**src/rtl/mdu_seq.sv**
```systemverilog
// RV64M multiply/divide sequencer: radix-2 shift-add multiplier and restoring divider
// driven by one FSM; one op in flight, result held until the consumer accepts it.
module mdu_seq #(
   parameter int XLEN  = 64,
   parameter int CNT_W = 7
) (
   input  logic            clk,
   input  logic            resetn,
   input  logic            in_valid,
   output logic            in_ready,
   input  logic [3:0]      op,
   input  logic [XLEN-1:0] a,
   input  logic [XLEN-1:0] b,
   input  logic            flush,
   output logic            out_valid,
   input  logic            out_ready,
   output logic [XLEN-1:0] c
);
   localparam int HALF = XLEN / 2;
   localparam logic [CNT_W-1:0] ITER_D = CNT_W'(XLEN - 1);
   localparam logic [CNT_W-1:0] ITER_W = CNT_W'(HALF - 1);
   localparam logic [XLEN-1:0]  SMIN   = {1'b1, {(XLEN-1){1'b0}}};
   localparam logic [HALF-1:0]  SMIN_W = {1'b1, {(HALF-1){1'b0}}};

   typedef enum logic [2:0] {S_IDLE, S_MUL, S_DIV, S_FIX, S_DONE} state_t;
   state_t state, state_nx;

   logic d_mul, d_div, d_w, d_rem, d_hi, d_as, d_bs, d_sdiv;
   logic [XLEN-1:0] a_ext, b_ext, a_mag, b_mag, a_sx, spec_res;
   logic a_neg, b_neg, div_zero, ovf, special, accept;

   logic [CNT_W-1:0]  cnt;
   logic [2*XLEN-1:0] prod, prod_step, prod_n;
   logic [XLEN-1:0]   mcand, divisor, quo, rem, rem_diff, sel, sel_n, fix_res, c_q;
   logic [XLEN:0]     mul_sum, rem_sh;
   logic [HALF-1:0]   mw;
   logic              div_ge, mul_q, w_q, rem_q, hi_q, neg_q;

   always_comb begin
      d_sdiv = (op == 4'd4) || (op == 4'd6) || (op == 4'd9) || (op == 4'd11);
      d_mul  = (op <= 4'd3) || (op == 4'd8);
      d_div  = ((op >= 4'd4) && (op <= 4'd7)) || ((op >= 4'd9) && (op <= 4'd12));
      d_w    = (op >= 4'd8) && (op <= 4'd12);
      d_rem  = (op == 4'd6) || (op == 4'd7) || (op == 4'd11) || (op == 4'd12);
      d_hi   = (op >= 4'd1) && (op <= 4'd3);
      d_as   = (op == 4'd1) || (op == 4'd2) || d_sdiv;
      d_bs   = (op == 4'd1) || d_sdiv;
   end

   // Operands are reduced to magnitudes here; the sign is re-applied in FIX.
   always_comb begin
      a_sx  = {{HALF{a[HALF-1]}}, a[HALF-1:0]};
      a_ext = a;
      b_ext = b;
      if (d_w) begin
         a_ext = d_as ? a_sx : {{HALF{1'b0}}, a[HALF-1:0]};
         b_ext = d_bs ? {{HALF{b[HALF-1]}}, b[HALF-1:0]} : {{HALF{1'b0}}, b[HALF-1:0]};
      end
      a_neg    = d_as & a_ext[XLEN-1];
      b_neg    = d_bs & b_ext[XLEN-1];
      a_mag    = a_neg ? -a_ext : a_ext;
      b_mag    = b_neg ? -b_ext : b_ext;
      div_zero = d_w ? (b[HALF-1:0] == '0) : (b == '0);
      ovf      = d_sdiv && (d_w ? ((a[HALF-1:0] == SMIN_W) && (b[HALF-1:0] == '1))
                                : ((a == SMIN) && (b == '1)));
      special  = !d_mul && (!d_div || div_zero || ovf);
      spec_res = '0;
      if (d_div && div_zero)
         spec_res = d_rem ? (d_w ? a_sx : a) : '1;
      else if (d_div && ovf)
         spec_res = d_rem ? '0 : (d_w ? a_sx : a);
   end

   // valid/ready: an op transfers on a rising edge where in_valid && in_ready;
   // a result transfers where out_valid && out_ready. flush blocks acceptance.
   assign in_ready  = (state == S_IDLE) && !flush;
   assign out_valid = (state == S_DONE);
   assign accept    = in_valid && in_ready;
   assign c         = c_q;

   always_ff @(posedge clk or negedge resetn) begin
      if (!resetn) state <= S_IDLE;
      else         state <= state_nx;
   end

   always_comb begin
      state_nx = state;
      if (flush) begin
         state_nx = S_IDLE;
      end else begin
         case (state)
            S_IDLE: begin
               if (accept) begin
                  if (d_mul)        state_nx = S_MUL;
                  else if (special) state_nx = S_DONE;
                  else              state_nx = S_DIV;
               end
            end
            S_MUL, S_DIV: if (cnt == '0) state_nx = S_FIX;
            S_FIX:        state_nx = S_DONE;
            S_DONE:       if (out_ready) state_nx = S_IDLE;
            default:      state_nx = S_IDLE;
         endcase
      end
   end

   // W multiplies run 32 steps, leaving the product at prod[95:32].
   always_comb begin
      mul_sum   = {1'b0, prod[2*XLEN-1:XLEN]} + {1'b0, mcand};
      prod_step = prod[0] ? {mul_sum, prod[XLEN-1:1]} : {1'b0, prod[2*XLEN-1:1]};
      rem_sh    = {rem, quo[XLEN-1]};
      div_ge    = rem_sh >= {1'b0, divisor};
      rem_diff  = rem_sh[XLEN-1:0] - divisor;
      prod_n    = neg_q ? -prod : prod;
      mw        = prod[XLEN-1:HALF];
      sel       = rem_q ? rem : quo;
      sel_n     = neg_q ? -sel : sel;
      if (mul_q) begin
         if (hi_q)     fix_res = prod_n[2*XLEN-1:XLEN];
         else if (w_q) fix_res = {{HALF{mw[HALF-1]}}, mw};
         else          fix_res = prod_n[XLEN-1:0];
      end else if (w_q) begin
         fix_res = {{HALF{sel_n[HALF-1]}}, sel_n[HALF-1:0]};
      end else begin
         fix_res = sel_n;
      end
   end

   always_ff @(posedge clk or negedge resetn) begin
      if (!resetn) begin
         cnt     <= '0;
         prod    <= '0;
         mcand   <= '0;
         divisor <= '0;
         quo     <= '0;
         rem     <= '0;
         c_q     <= '0;
         mul_q   <= 1'b0;
         w_q     <= 1'b0;
         rem_q   <= 1'b0;
         hi_q    <= 1'b0;
         neg_q   <= 1'b0;
      end else begin
         if (accept) begin
            mul_q   <= d_mul;
            w_q     <= d_w;
            rem_q   <= d_rem;
            hi_q    <= d_hi;
            neg_q   <= d_rem ? a_neg : (a_neg ^ b_neg);
            cnt     <= d_w ? ITER_W : ITER_D;
            mcand   <= a_mag;
            divisor <= b_mag;
            prod    <= {{XLEN{1'b0}}, b_mag};
            quo     <= d_w ? {a_mag[HALF-1:0], {HALF{1'b0}}} : a_mag;
            rem     <= '0;
            if (special) c_q <= spec_res;
         end
         case (state)
            S_MUL: begin
               prod <= prod_step;
               if (cnt != '0) cnt <= cnt - CNT_W'(1);
            end
            S_DIV: begin
               rem <= div_ge ? rem_diff : rem_sh[XLEN-1:0];
               quo <= {quo[XLEN-2:0], div_ge};
               if (cnt != '0) cnt <= cnt - CNT_W'(1);
            end
            S_FIX:   if (!flush) c_q <= fix_res;
            default: ;
         endcase
      end
   end
endmodule

```
**config.mk**
```make
export PLATFORM = sky130hd
export DESIGN_NAME = mdu_seq
export DESIGN_NICKNAME = d
export VERILOG_FILES = /design/src/rtl/mdu_seq.sv
export SDC_FILE = /design/constraint.sdc
export NUM_CORES = 2
export LEC_CHECK = 0
export BUFFER_PORTS_ARGS = -buffer_cell sky130_fd_sc_hd__clkbuf_2
export CAP_MARGIN = 20
export CORE_MARGIN = 10
export CORE_UTILIZATION = 26
export DETAILED_ROUTE_END_ITERATION = 10
export MAX_ROUTING_LAYER = met4
export PLACE_DENSITY_LB_ADDON = 0.05
export REMOVE_ABC_BUFFERS = 1
export SYNTH_ARGS = -nofsm -noshare
export SYNTH_HDL_FRONTEND = slang
export SYNTH_SLANG_ARGS = --single-unit
```
**constraint.sdc**
```tcl
create_clock -name clk -period 5.4 [get_ports clk]
set_input_delay 0 -clock clk [delete_from_list [all_inputs] [get_ports clk]]
set_output_delay 0 -clock clk [all_outputs]
set_load 0.005 [all_outputs]
```
==> metrics <==
outcome=complete, no violations; dpl cell area=42,100 um2; RR Endpoint=c[49]; hold path start=op[1]; Inst Count DP=6,966; worst min-delay path endpoint=neg_q; first-pass GRT wire length=318 mm; Clock Path Buffers=3; r2r startpoint=prod[41]; Clock Latency Late Sink=0.69 ns; endpoint class of the critical path=register; hold_buf cts=123; Critical Path AT=5.47 ns; Rows=roughly 140; Final Cycle Share=89.9%; worst rel slew slack=16.5%; synth warn=0; Initial Util=a little over a quarter; Routed Antenna Nets=0; Post-synth top flop=dfrtp_1; core area=147,000 um2; Flop pwr share=24.0%; setup repair after global routing missed its margin=false; Setup-failing EPs final=0; num ports=about 200; cts bufs inserted=67; die height=405 um; Commonest cells post-synth=nand2_1 (597), o21ai_0 (574), a21oi_1 (494); register area share after synthesis=30.1%; initial antenna violation count=15; vias=~40,000; sequence of cells on the critical path=or4_1 > or4_1 > or2_2 > or3_1 > nor4_2 > nand2b_1 > nand3_1 > xor2_1 > a21oi_1 > a211oi_1 > a211o_1; worst setup path start=prod[41]; largest stage delay on the critical path=around 0.64 ns; LEAKAGE=19.1 nW; Fillers=16,000; TritonCTS clock tree=yes; most frequent cell after synthesis=nand2_1; Syn Std Cell Area=between 30,000 and 40,000 um2; Avg Inst Size Synth=approximately 7.7 um2; WS Path Type=reg2reg; per-cell routed wire length=31.2 um; vias per std cell=5.69; number of global-route vias before repair=40,500; register-to-register setup slack=0.55 ns; chip width=405 um; area grow syn2layout=18.7%; Iter 0 DRT Violations=3,968; Async SR Flop Fraction=100%; worst-path fanout max=7; Worst Max-Slew Pin Slew=1.25 ns; CTS H-tree lvls=3; final cell count without fillers=between 7,000 and 8,000; First-pass DRT Iterations=7; nets@finish=5,501; Layout Skew=0.0348 ns; fmax=a little over 0.2 GHz; Final Max Tran Viols=0; worst min path class=in2reg; Buffers on Ports=202; Pint=about 0.014 W; # DRC=0; CTS clk-pin slew, worst paths=0.05 ns; clock power share=16.1%; r2r worst-path depth=11; CP required=6.02 ns; final hold vios=0; Combinational Power Share=59.9%; Total Die Area=between 150,000 and 200,000 um2; final WL=225 mm; Seq cells post-synth=463; post-cts sizing count=0; Crit path max-delay family=simple AND/OR/NAND/NOR gates; Pwr Density=between 600 and 700 nW/um2; Synth area leaders=dfrtp_1 (30%), o21ai_0 (7.5%), a21oi_1 (6.4%); Post-DP HPWL=179 mm; Max VDD drop=0.000310 V; RePlAce Congestion=0.961; All-Layer GR Usage=a little over a quarter; layout cells sized above 1=about 11%; largest net degree at the start of global routing=143; clock net sink count=roughly 460; number of post-CTS setup repair buffers=0; Post-synth EDFFs=0; GRT overflow=0; Buf/Inv on CP=0; Crit path top cell by count=or4_1; synth unique cells=94; post-route cell area=45,700 um2; slowest stage cell on the critical path=or4_1; CP startpoint kind=register; Hold Crit Depth=5; area share of the largest cell type after synthesis=30.1%; net switching fraction of the power=between 50 and 60%; Max Cap Viol=0; Switching Power=0.0160 W; Syn Inst Count=approximately 5,000; post-synth top area cell=dfrtp_1; min cycle time layout=approximately 4.9 ns; root buf cell=clkbuf_16
## through the flow
| step | power (W) | setup slack [ns] | util, % | hold WS [ns] | TNS, ns |
|---|---|---|---|---|---|
| 2_1_floorplan | 0.0176 | -5.21 | - | -0.296 | -931.64 |
| 3_3_place_gp | 0.0250 | 0.658 | 28.5 | -0.0514 | 0 |
| 3_5_place_dp | 0.0249 | 0.646 | 28.6 | -0.0546 | 0 |
| 4_1_cts | 0.0299 | 0.635 | 31.0 | 0.00556 | 0 |
| 5_1_grt | 0.0319 | 0.452 | 31.0 | 0.0578 | 0 |
| 6_report | 0.0301 | 0.546 | 31.0 | 0.0402 | 0 |
## area by class of cell
class	count	area (um2)	area share, %
multi-input cells	4066	25200	55.2
flip-flops and latches	463	11600	25.4
repair buffers	492	3590	7.86
well taps	1930	2410	5.28
clock buffers	90	1920	4.19
inverters	138	518	1.13
clock inverters	29	395	0.865
diodes	10	25.0	0.0548
## cell usage in the layout (no fill, tap or decap), types with 17 or more instances in the layout
cell           instances
nand2_1              593
o21ai_0              574
a21oi_1              493
dfrtp_1              457
nor2_1               355
xnor2_1              206
clkbuf_2             201
xor2_1               185
buf_4                161
inv_1                136
ha_1                 134
nor3_1               127
dlygate4sd3_1        122
nand3_1              119
mux2i_1              103
a22oi_1               98
a21o_1                95
o31ai_1               75
nand4_1               73
clkbuf_16             69
or3_1                 63
nor4_1                45
a211oi_1              44
a31oi_1               43
a21boi_0              37
or4_1                 36
o41ai_1               34
and3_1                31
o21a_1                31
a221o_1               31
nand2b_1              30
nor2b_1               28
o211ai_1              27
o22ai_1               26
or2_2                 25
nor3b_1               24
o21bai_1              23
a221oi_1              20
and2_1                18
a32oi_1               17
## worst register-to-register path, delay by kind of cell, from the launching register on
| kind | cells | cell delay (ns) |
|---|---|---|
| xor gates and xnor gates | 1 | 0.33 |
| and+or+nand+nor | 7 | 3.20 |
| DFF | 1 | 0.46 |
| AOI/OAI and AO/OA | 3 | 0.82 |
## state kept, by name, summed over array words and instances, names as in the netlist, 3 cells and up
signal	cells
c	64
cnt	7
divisor	64
mcand	64
prod	128
quo	64
rem	64
state	3
## power groups by stage
stage	clock network (W)	registers [W]	logic, W
floorplan	0	0.00644	0.0112
finish	0.00483	0.00722	0.0180
CTS	0.00495	0.00714	0.0178
global route	0.00505	0.00735	0.0195
detailed placement	0	0.00720	0.0177
global placement	0	0.00720	0.0178
## worst max path at each step
| stage | to | slack [ns] | cells past startpoint |
|---|---|---|---|
| after CTS | c[49] | 0.64 | 11 |
| after floorplan | prod[101] | -5.21 | 4 |
| final | c[49] | 0.55 | 11 |
| after global routing | c[52] | 0.45 | 10 |
| after detailed placement | c[49] | 0.65 | 11 |
| after global placement | c[63] | 0.66 | 11 |
## kinds of logic after synthesis
family | Yosys count | synth area share [%]
muxes | 115 | 3.03
buffers and inverters | 475 | 4.72
DFF | 463 | 30.1
AOI/OAI and AO/OA | 1780 | 28.5
adders and majority gates | 136 | 4.46
xor gates and xnor gates | 391 | 8.89
and+or+nand+nor | 1644 | 20.3
## routing by layer
metal	track usage, %	up-vias	share of wire [%]	wire (um)
met1	36.2	20600	45	101000
met3	2.83	331	4.8	10800
met5	-	-	0	0
met2	43.0	1372	46	103000
met4	10.6	0	4.6	10400
li1	-	18800	-	-
Note: power is estimated with default switching activity, not from simulation.
